$ cat src/rtl/nn_pkg.sv
// ---------------------------------------------------------------------------
// nn_pkg -- shared definitions for the backpropagation network datapath.
//
// Contents:
//   DWIDTH / AWIDTH  default data and address widths of target memories
//   ONE_Q6_10        1.0 in unsigned Q6.10
//   ZERO_Q6_10       0.0 in unsigned Q6.10
//   state_t          target-writer FSM state type, with IDLE / LOAD / DONE
// ---------------------------------------------------------------------------
package nn_pkg;

  localparam int DWIDTH = 16;
  localparam int AWIDTH = 4;

  localparam logic [15:0] ONE_Q6_10  = 16'h0400;
  localparam logic [15:0] ZERO_Q6_10 = 16'h0000;

  // Plain vector encoding keeps the state codes stable for older tooling
  // that inspects the state register directly.
  typedef logic [1:0] state_t;
  localparam state_t IDLE = 2'd0;
  localparam state_t LOAD = 2'd1;
  localparam state_t DONE = 2'd2;

endpackage

$ cat src/rtl/t_writer_if.sv
// ---------------------------------------------------------------------------
// t_writer_if -- load and read bus of the target-value store.
//
// Signals:
//   wr_start, wr_abort       load sequence control (host -> store)
//   s_valid, s_data, s_ready word handshake, Q6.10 data
//   wr_addr                  address the next accepted word goes to
//   done, loaded             load-complete pulse and vector-valid flag
//   rd_en, rd_addr           read request from the training datapath
//   rd_data, rd_valid        registered read response
//
// Modports:
//   master  host / datapath side
//   slave   store side (t_writer)
// ---------------------------------------------------------------------------
interface t_writer_if #(
  parameter int DWIDTH = nn_pkg::DWIDTH,
  parameter int AWIDTH = nn_pkg::AWIDTH
);

  logic              wr_start;
  logic              wr_abort;
  logic              s_valid;
  logic [DWIDTH-1:0] s_data;
  logic              s_ready;
  logic [AWIDTH-1:0] wr_addr;
  logic              done;
  logic              loaded;
  logic              rd_en;
  logic [AWIDTH-1:0] rd_addr;
  logic [DWIDTH-1:0] rd_data;
  logic              rd_valid;

  modport master (
    output wr_start, wr_abort, s_valid, s_data, rd_en, rd_addr,
    input  s_ready, wr_addr, done, loaded, rd_data, rd_valid
  );

  modport slave (
    input  wr_start, wr_abort, s_valid, s_data, rd_en, rd_addr,
    output s_ready, wr_addr, done, loaded, rd_data, rd_valid
  );

endinterface

$ cat src/rtl/t_buf_ram.sv
// ---------------------------------------------------------------------------
// t_buf_ram -- DEPTH x DWIDTH target buffer.
//
// One synchronous write port and one registered read port. A read and a
// write to the same address in the same cycle return the old contents.
//
// Ports:
//   clk, rst_n        clock, synchronous active-low reset
//   we, waddr, wdata  write port
//   re, raddr         read request
//   rdata, rvalid     read response, one cycle after re; zero when re=0
//
// Build option T_WRITER_ONEHOT_INIT_EN: reset also loads the one-hot
// vector (entry 0 = 1.0, all others 0). Without it the array has no reset.
// ---------------------------------------------------------------------------
module t_buf_ram
  import nn_pkg::*;
#(
  parameter int DWIDTH = nn_pkg::DWIDTH,
  parameter int AWIDTH = nn_pkg::AWIDTH,
  parameter int DEPTH  = 2 ** AWIDTH
) (
  input  logic              clk,
  input  logic              rst_n,
  input  logic              we,
  input  logic [AWIDTH-1:0] waddr,
  input  logic [DWIDTH-1:0] wdata,
  input  logic              re,
  input  logic [AWIDTH-1:0] raddr,
  output logic [DWIDTH-1:0] rdata,
  output logic              rvalid
);

  logic [DWIDTH-1:0] mem [DEPTH];
  logic [DWIDTH-1:0] rdata_reg;
  logic              rvalid_reg;

`ifdef T_WRITER_ONEHOT_INIT_EN
  always_ff @(posedge clk) begin
    if (!rst_n) begin
      for (int i = 0; i < DEPTH; i++) begin
        mem[i] <= (i == 0) ? DWIDTH'(ONE_Q6_10) : DWIDTH'(ZERO_Q6_10);
      end
    end else if (we) begin
      mem[waddr] <= wdata;
    end
  end
`else
  always_ff @(posedge clk) begin
    if (we) begin
      mem[waddr] <= wdata;
    end
  end
`endif

  // Nonblocking read samples the array before this edge's write lands,
  // which gives read-before-write on an address collision.
  always_ff @(posedge clk) begin
    if (!rst_n) begin
      rdata_reg  <= '0;
      rvalid_reg <= 1'b0;
    end else if (re) begin
      rdata_reg  <= mem[raddr];
      rvalid_reg <= 1'b1;
    end else begin
      rdata_reg  <= '0;
      rvalid_reg <= 1'b0;
    end
  end

  assign rdata  = rdata_reg;
  assign rvalid = rvalid_reg;

endmodule

$ cat src/rtl/t_writer.sv
// ---------------------------------------------------------------------------
// t_writer -- write side of the target-value store.
//
// Loads DEPTH Q6.10 target words, one per s_valid/s_ready handshake, into
// sequential buffer addresses after a wr_start, and serves the training
// datapath through a registered read port.
//
// Ports:
//   clk    clock, all logic on posedge
//   rst_n  synchronous active-low reset
//   bus    t_writer_if.slave (load control, word handshake, read port)
//
// Build option T_WRITER_ONEHOT_INIT_EN: reset preloads the one-hot vector
// and reports it as loaded.
// ---------------------------------------------------------------------------
module t_writer
  import nn_pkg::*;
#(
  parameter int DWIDTH = nn_pkg::DWIDTH,
  parameter int AWIDTH = nn_pkg::AWIDTH,
  parameter int DEPTH  = 2 ** AWIDTH
) (
  input  logic      clk,
  input  logic      rst_n,
  t_writer_if.slave bus
);

`ifdef T_WRITER_ONEHOT_INIT_EN
  localparam logic LOADED_RST = 1'b1;
`else
  localparam logic LOADED_RST = 1'b0;
`endif

  state_t            state_reg;
  logic [AWIDTH-1:0] wr_addr_reg;
  logic              loaded_reg;
  logic              buf_we;

  // Abort discards a same-cycle word; reset also blocks the write so a
  // word presented during reset never lands.
  assign buf_we = (state_reg == LOAD) && bus.s_valid && !bus.wr_abort && rst_n;

  always_ff @(posedge clk) begin
    if (!rst_n) begin
      state_reg   <= IDLE;
      wr_addr_reg <= '0;
      loaded_reg  <= LOADED_RST;
    end else begin
      case (state_reg)
        IDLE: begin
          if (bus.wr_start) begin
            state_reg   <= LOAD;
            wr_addr_reg <= '0;
            loaded_reg  <= 1'b0;
          end
        end
        LOAD: begin
          if (bus.wr_abort) begin
            state_reg   <= IDLE;
            wr_addr_reg <= '0;
          end else if (bus.s_valid) begin
            // Increment wraps to 0 after the last entry.
            wr_addr_reg <= wr_addr_reg + 1'b1;
            if (wr_addr_reg == '1) begin
              state_reg <= DONE;
            end
          end
        end
        DONE: begin
          loaded_reg <= 1'b1;
          state_reg  <= IDLE;
        end
        default: state_reg <= IDLE;
      endcase
    end
  end

  assign bus.s_ready = (state_reg == LOAD);
  assign bus.done    = (state_reg == DONE);
  assign bus.wr_addr = wr_addr_reg;
  assign bus.loaded  = loaded_reg;

  t_buf_ram #(
    .DWIDTH(DWIDTH),
    .AWIDTH(AWIDTH),
    .DEPTH (DEPTH)
  ) u_buf (
    .clk   (clk),
    .rst_n (rst_n),
    .we    (buf_we),
    .waddr (wr_addr_reg),
    .wdata (bus.s_data),
    .re    (bus.rd_en),
    .raddr (bus.rd_addr),
    .rdata (bus.rd_data),
    .rvalid(bus.rd_valid)
  );

endmodule

$ cat src/flat_wrapper.sv
// flat-port wrapper written by rule: the top's interface ports become plain ports
module t_writer_flat import nn_pkg::*;
#(
  parameter int DWIDTH = nn_pkg::DWIDTH,
  parameter int AWIDTH = nn_pkg::AWIDTH,
  parameter int DEPTH  = 2 ** AWIDTH
)
  (clk, rst_n, bus_wr_start, bus_wr_abort, bus_s_valid, bus_s_data, bus_rd_en, bus_rd_addr, bus_s_ready, bus_wr_addr, bus_done, bus_loaded, bus_rd_data, bus_rd_valid);
  t_writer_if #(.DWIDTH(DWIDTH), .AWIDTH(AWIDTH)) bus_i ();
  input  logic clk;
  input  logic rst_n;
  input wire logic [$bits(bus_i.wr_start)-1:0] bus_wr_start;
  input wire logic [$bits(bus_i.wr_abort)-1:0] bus_wr_abort;
  input wire logic [$bits(bus_i.s_valid)-1:0] bus_s_valid;
  input wire logic [$bits(bus_i.s_data)-1:0] bus_s_data;
  input wire logic [$bits(bus_i.rd_en)-1:0] bus_rd_en;
  input wire logic [$bits(bus_i.rd_addr)-1:0] bus_rd_addr;
  output wire logic [$bits(bus_i.s_ready)-1:0] bus_s_ready;
  output wire logic [$bits(bus_i.wr_addr)-1:0] bus_wr_addr;
  output wire logic [$bits(bus_i.done)-1:0] bus_done;
  output wire logic [$bits(bus_i.loaded)-1:0] bus_loaded;
  output wire logic [$bits(bus_i.rd_data)-1:0] bus_rd_data;
  output wire logic [$bits(bus_i.rd_valid)-1:0] bus_rd_valid;
  assign bus_i.wr_start = bus_wr_start;
  assign bus_i.wr_abort = bus_wr_abort;
  assign bus_i.s_valid = bus_s_valid;
  assign bus_i.s_data = bus_s_data;
  assign bus_i.rd_en = bus_rd_en;
  assign bus_i.rd_addr = bus_rd_addr;
  assign bus_s_ready = bus_i.s_ready;
  assign bus_wr_addr = bus_i.wr_addr;
  assign bus_done = bus_i.done;
  assign bus_loaded = bus_i.loaded;
  assign bus_rd_data = bus_i.rd_data;
  assign bus_rd_valid = bus_i.rd_valid;
  t_writer #(.DWIDTH(DWIDTH), .AWIDTH(AWIDTH), .DEPTH(DEPTH)) u_core (.clk(clk), .rst_n(rst_n), .bus(bus_i));
endmodule
$ cat config.mk
export PLATFORM = sky130hd
export DESIGN_NAME = t_writer_flat
export DESIGN_NICKNAME = d
export VERILOG_FILES = /design/src/rtl/nn_pkg.sv /design/src/rtl/t_writer_if.sv /design/src/rtl/t_buf_ram.sv /design/src/rtl/t_writer.sv /design/src/flat_wrapper.sv
export SDC_FILE = /design/constraint.sdc
export NUM_CORES = 1
export LEC_CHECK = 0
export BUFFER_PORTS_ARGS = -buffer_cell sky130_fd_sc_hd__buf_4
export CAP_MARGIN = 15
export CORE_ASPECT_RATIO = 1.75
export CORE_MARGIN = 2
export CORE_UTILIZATION = 55
export CTS_CLUSTER_DIAMETER = 40
export CTS_CLUSTER_SIZE = 14
export DETAILED_ROUTE_END_ITERATION = 12
export PLACE_DENSITY_LB_ADDON = 0.25
export SYNTH_ARGS = -nofsm -noshare
export SYNTH_HDL_FRONTEND = slang
export SYNTH_SLANG_ARGS = --single-unit
$ cat constraint.sdc
create_clock -name clk -period 6.15 [get_ports clk]
set_clock_uncertainty 0.15 [all_clocks]
set_input_delay 0.3075 -clock clk [delete_from_list [all_inputs] [get_ports clk]]
set_output_delay 0.3075 -clock clk [all_outputs]
set_load 0.005 [all_outputs]
==> flow_summary.ini <==
[clock_network]
cts_resized = 0
cts_made_buffers = 25
path_clk_slew_ns = 0.06
htreeDepth = 1
clock-sinks = 280
clock_path_buffers = 3
clock_latency_ns = 0.52
cts_root_buffer = clkbuf_16
post_cts_buffers = 0
tritoncts = done

[worst_setup_path]
r2r-end = u_core.u_buf.mem[2][1]$_DFFE_PP_
path_buf_inv = 1
worstSetupEndpointType = flop
r2r_cells = 5
path_max_fanout = 9
path_delay_family = simple AND/OR/NAND/NOR gates
path_cells = nor3b_2 > and3_1 > nand2_1 > nor3_2 > buf_4
slowest_delay_ns = 0.74
regToRegStartpoint = u_core.state_reg[0]$_SDFFE_PN0P_
cp.arrival_ns = 2.80
cp.required_ns = 6.22
start_kind = flop
reg2reg_slack_ns = 3.42
crit_path_top_delay_cell = nor3_2
criticalPathCategory = flop to flop

[yosys]
syn_area_per_cell_um2 = 18.1
synthDistinctLibCells = 39
synth_edf_count = 256
synth_area_um2 = 10800
synth_seq_cells = 280
syn_nets = 628
synth_ff_type = edfxtp_1
syn_inst = 598
synthArstFlopShare_pct = 0
yosysWarnings = 0
ys_seq_area_share_pct = 75.6

[sta]
tns_ns = 0
fmax_ghz = 0.366
finalSetupViolCount = 0
worstMarginPinSlew_ns = 1.14
finalCriticalPeriod_ns = 2.73
hold_viol_final = 0
period_share_pct = 44.4
grt_setup_unrepaired = false
timing.slew.headroom_pct = 23.7
report.final.slew_viol_count = 0

[hold_path]
hold_path_end = u_core.bus.wr_addr[3]$_SDFFE_PN0P_
worstHoldPathCells = 4
hp-class = input port to flop
hold_start = bus_wr_start

[drt]
vias = 5637
drt_iter0_drc = 547
wirelength_um = 23300
drt-vias-per-instance = 6.01
antenna_left = 0
drc_errors = 0
drtPass1Iterations = 5
wl_per_cell_um = 24.8

[floorplanning]
fp.coreArea_um2 = 19200
initial_core_util_pct = 56.3
rows = 67
die_area_um2 = 20800
ios = 50
die_w_um = 110
fp.dieH_um = 189

[power]
irDropWorstVdd_mv = 0.245
p_leak_nw = 4.38
power_density_nw_per_um2 = 306
total_power_mw = 3.80

[placement]
post-dp-hpwl_um = 13500
place.gp.congestion = 0.750
numPortBuffers = 49

[layout]
layout-drive-gt1-share_pct = 19.1
largest_reg_flops = 256
area_growth_syn_to_layout_pct = 15.1
diodes = 0
fill_cells = 1280
fin_nets = 710

[run]
max-cap-violations = 0

[global_route]
grt_overflow_total = 0
grt_max_degree = 74
antenna_found_initial = 0
track_usage_pct = 23.2
first_global_vias = 5866
grt_first_pass_wirelength_um = 34800

[status]
status = finished, final reports clean
==> stage by stage <==
step | cell area, um^2 | instances | hold WS, ns | util [%] | setup WS (ns)
2_1_floorplan | 10800 | 598 | 0.256 | - | 3.48
6_report | 12400 | 938 | 0.122 | 64.8 | 3.42
4_1_cts | 12400 | 937 | 0.116 | 64.7 | 3.35
3_3_place_gp | 11400 | 872 | 0.347 | 59.4 | 3.20
5_1_grt | 12400 | 938 | 0.136 | 64.8 | 3.25
3_5_place_dp | 11400 | 873 | 0.388 | 59.5 | 3.19
==> metal layers <==
metal  vias to the layer above  part of all wire [%]  GRT usage [%]  wire (um)
li1                       2519                     -              -          -
met1                      2856                    38           31.0       8940
met2                       217                    52           38.7      12100
met3                        45                   7.1           3.58       1640
met4                         0                   2.8           7.84        652
met5                         -                     0              0          0
==> area by class of cell <==
cell class / instances / area (um^2) / share of cell area [%]
clock inverter: 6 / 108 / 0.865
inverter: 3 / 11.3 / 0.0905
multi-input combinational: 283 / 2440 / 19.6
clock buffer: 38 / 694 / 5.58
sequential: 280 / 8170 / 65.6
timing repair buffer: 87 / 722 / 5.80
tap: 241 / 302 / 2.42
==> cells in the mapped netlist (3+ instances only) <==
cell / count / share of area, %
edfxtp_1: 256 / 71
mux2i_1: 98 / 9.1
a22oi_1: 45 / 3.1
dfxtp_1: 24 / 4.4
nand2_1: 21 / 0.73
nand3_1: 18 / 0.83
nor2_1: 14 / 0.49
mux4_2: 13 / 2.7
nand2b_1: 13 / 0.75
o21ai_1: 13 / 0.60
nor2b_1: 12 / 0.69
buf_2: 9 / 0.42
clkbuf_1: 8 / 0.28
buf_4: 5 / 0.35
a22o_1: 4 / 0.32
buf_6: 4 / 0.42
ha_1: 4 / 0.46
nor3_1: 4 / 0.19
o31ai_1: 4 / 0.28
buf_8: 3 / 0.42
inv_1: 3 / 0.10
==> how the worst max path moves through the flow <==
stage / start / endpoint / cells after the start
floorplan: u_core.state_reg[0]$_SDFFE_PN0P_ / u_core.u_buf.mem[0][0]$_DFFE_PP_ / 4
global placement: bus_rd_addr[0] / u_core.u_buf.rdata[8]$_SDFF_PN0_ / 6
detailed placement: bus_rd_addr[0] / u_core.u_buf.rdata[8]$_SDFF_PN0_ / 6
CTS: u_core.state_reg[0]$_SDFFE_PN0P_ / u_core.u_buf.mem[2][6]$_DFFE_PP_ / 5
global route: u_core.state_reg[0]$_SDFFE_PN0P_ / u_core.u_buf.mem[2][1]$_DFFE_PP_ / 5
finish: u_core.state_reg[0]$_SDFFE_PN0P_ / u_core.u_buf.mem[2][1]$_DFFE_PP_ / 5
==> tightest hold or removal path, cell delays in order <==
cell     delay (ns)
buf_4          0.09
o21ba_2        0.14
nand3_1        0.07
o211a_1        0.13
==> timing repair <==
item | 4_1_cts | 5_1_grt
endpoints found under the hold margin | 263 | 0
hold buffers | 20 | 0
setup endpoints to repair | 0 | 0
==> cell families (layout without fill, tap and decap cells) <==
logic type | count (synthesis) | in the layout | synth area share [%]
muxes | 113 | 113 | 12.3
and+or+nand+nor | 92 | 92 | 4.38
AOI/OAI and AO/OA | 74 | 74 | 4.94
buffers and inverters | 35 | 134 | 2.40
DFF | 280 | 280 | 75.6
adders and majority gates | 4 | 4 | 0.463
==> placed cells by master, fill, tap and decap left out, drive strengths merged <==
cell type    synthesis  routed
a21boi               1       1
a22o                 4       4
o21ai               13      13
edfxtp             256     256
or3b                 1       1
nand4                2       2
o211a                1       1
mux4                15      15
clkinv               0       2
a32oi                1       1
bufinv               0       3
nand3               18      18
nand2               21      21
dfxtp               24      24
a22oi               45      45
nor2                14      14
nor2b               12      12
buf                 23      67
o21a                 1       1
nor3                 4       4
clkinvlp             0       1
o21ba                1       1
and3                 2       2
nor3b                2       2
o31ai                4       4
ha                   4       4
nand2b              13      13
inv                  3       3
mux2i               98      98
dlygate4sd3          0      20
a21oi                1       1
o221a                1       1
clkbuf               9      38
a31oi                1       1
and2                 2       2
and4                 1       1
==> where the power goes <==
| part | internal (mW) | switching (mW) |
|---|---|---|
| clock network | 0.903 | 0.639 |
| logic | 0.0755 | 0.0990 |
| registers | 2.08 | 0.00430 |
No activity file was read; power rests on OpenSTA's default activity.
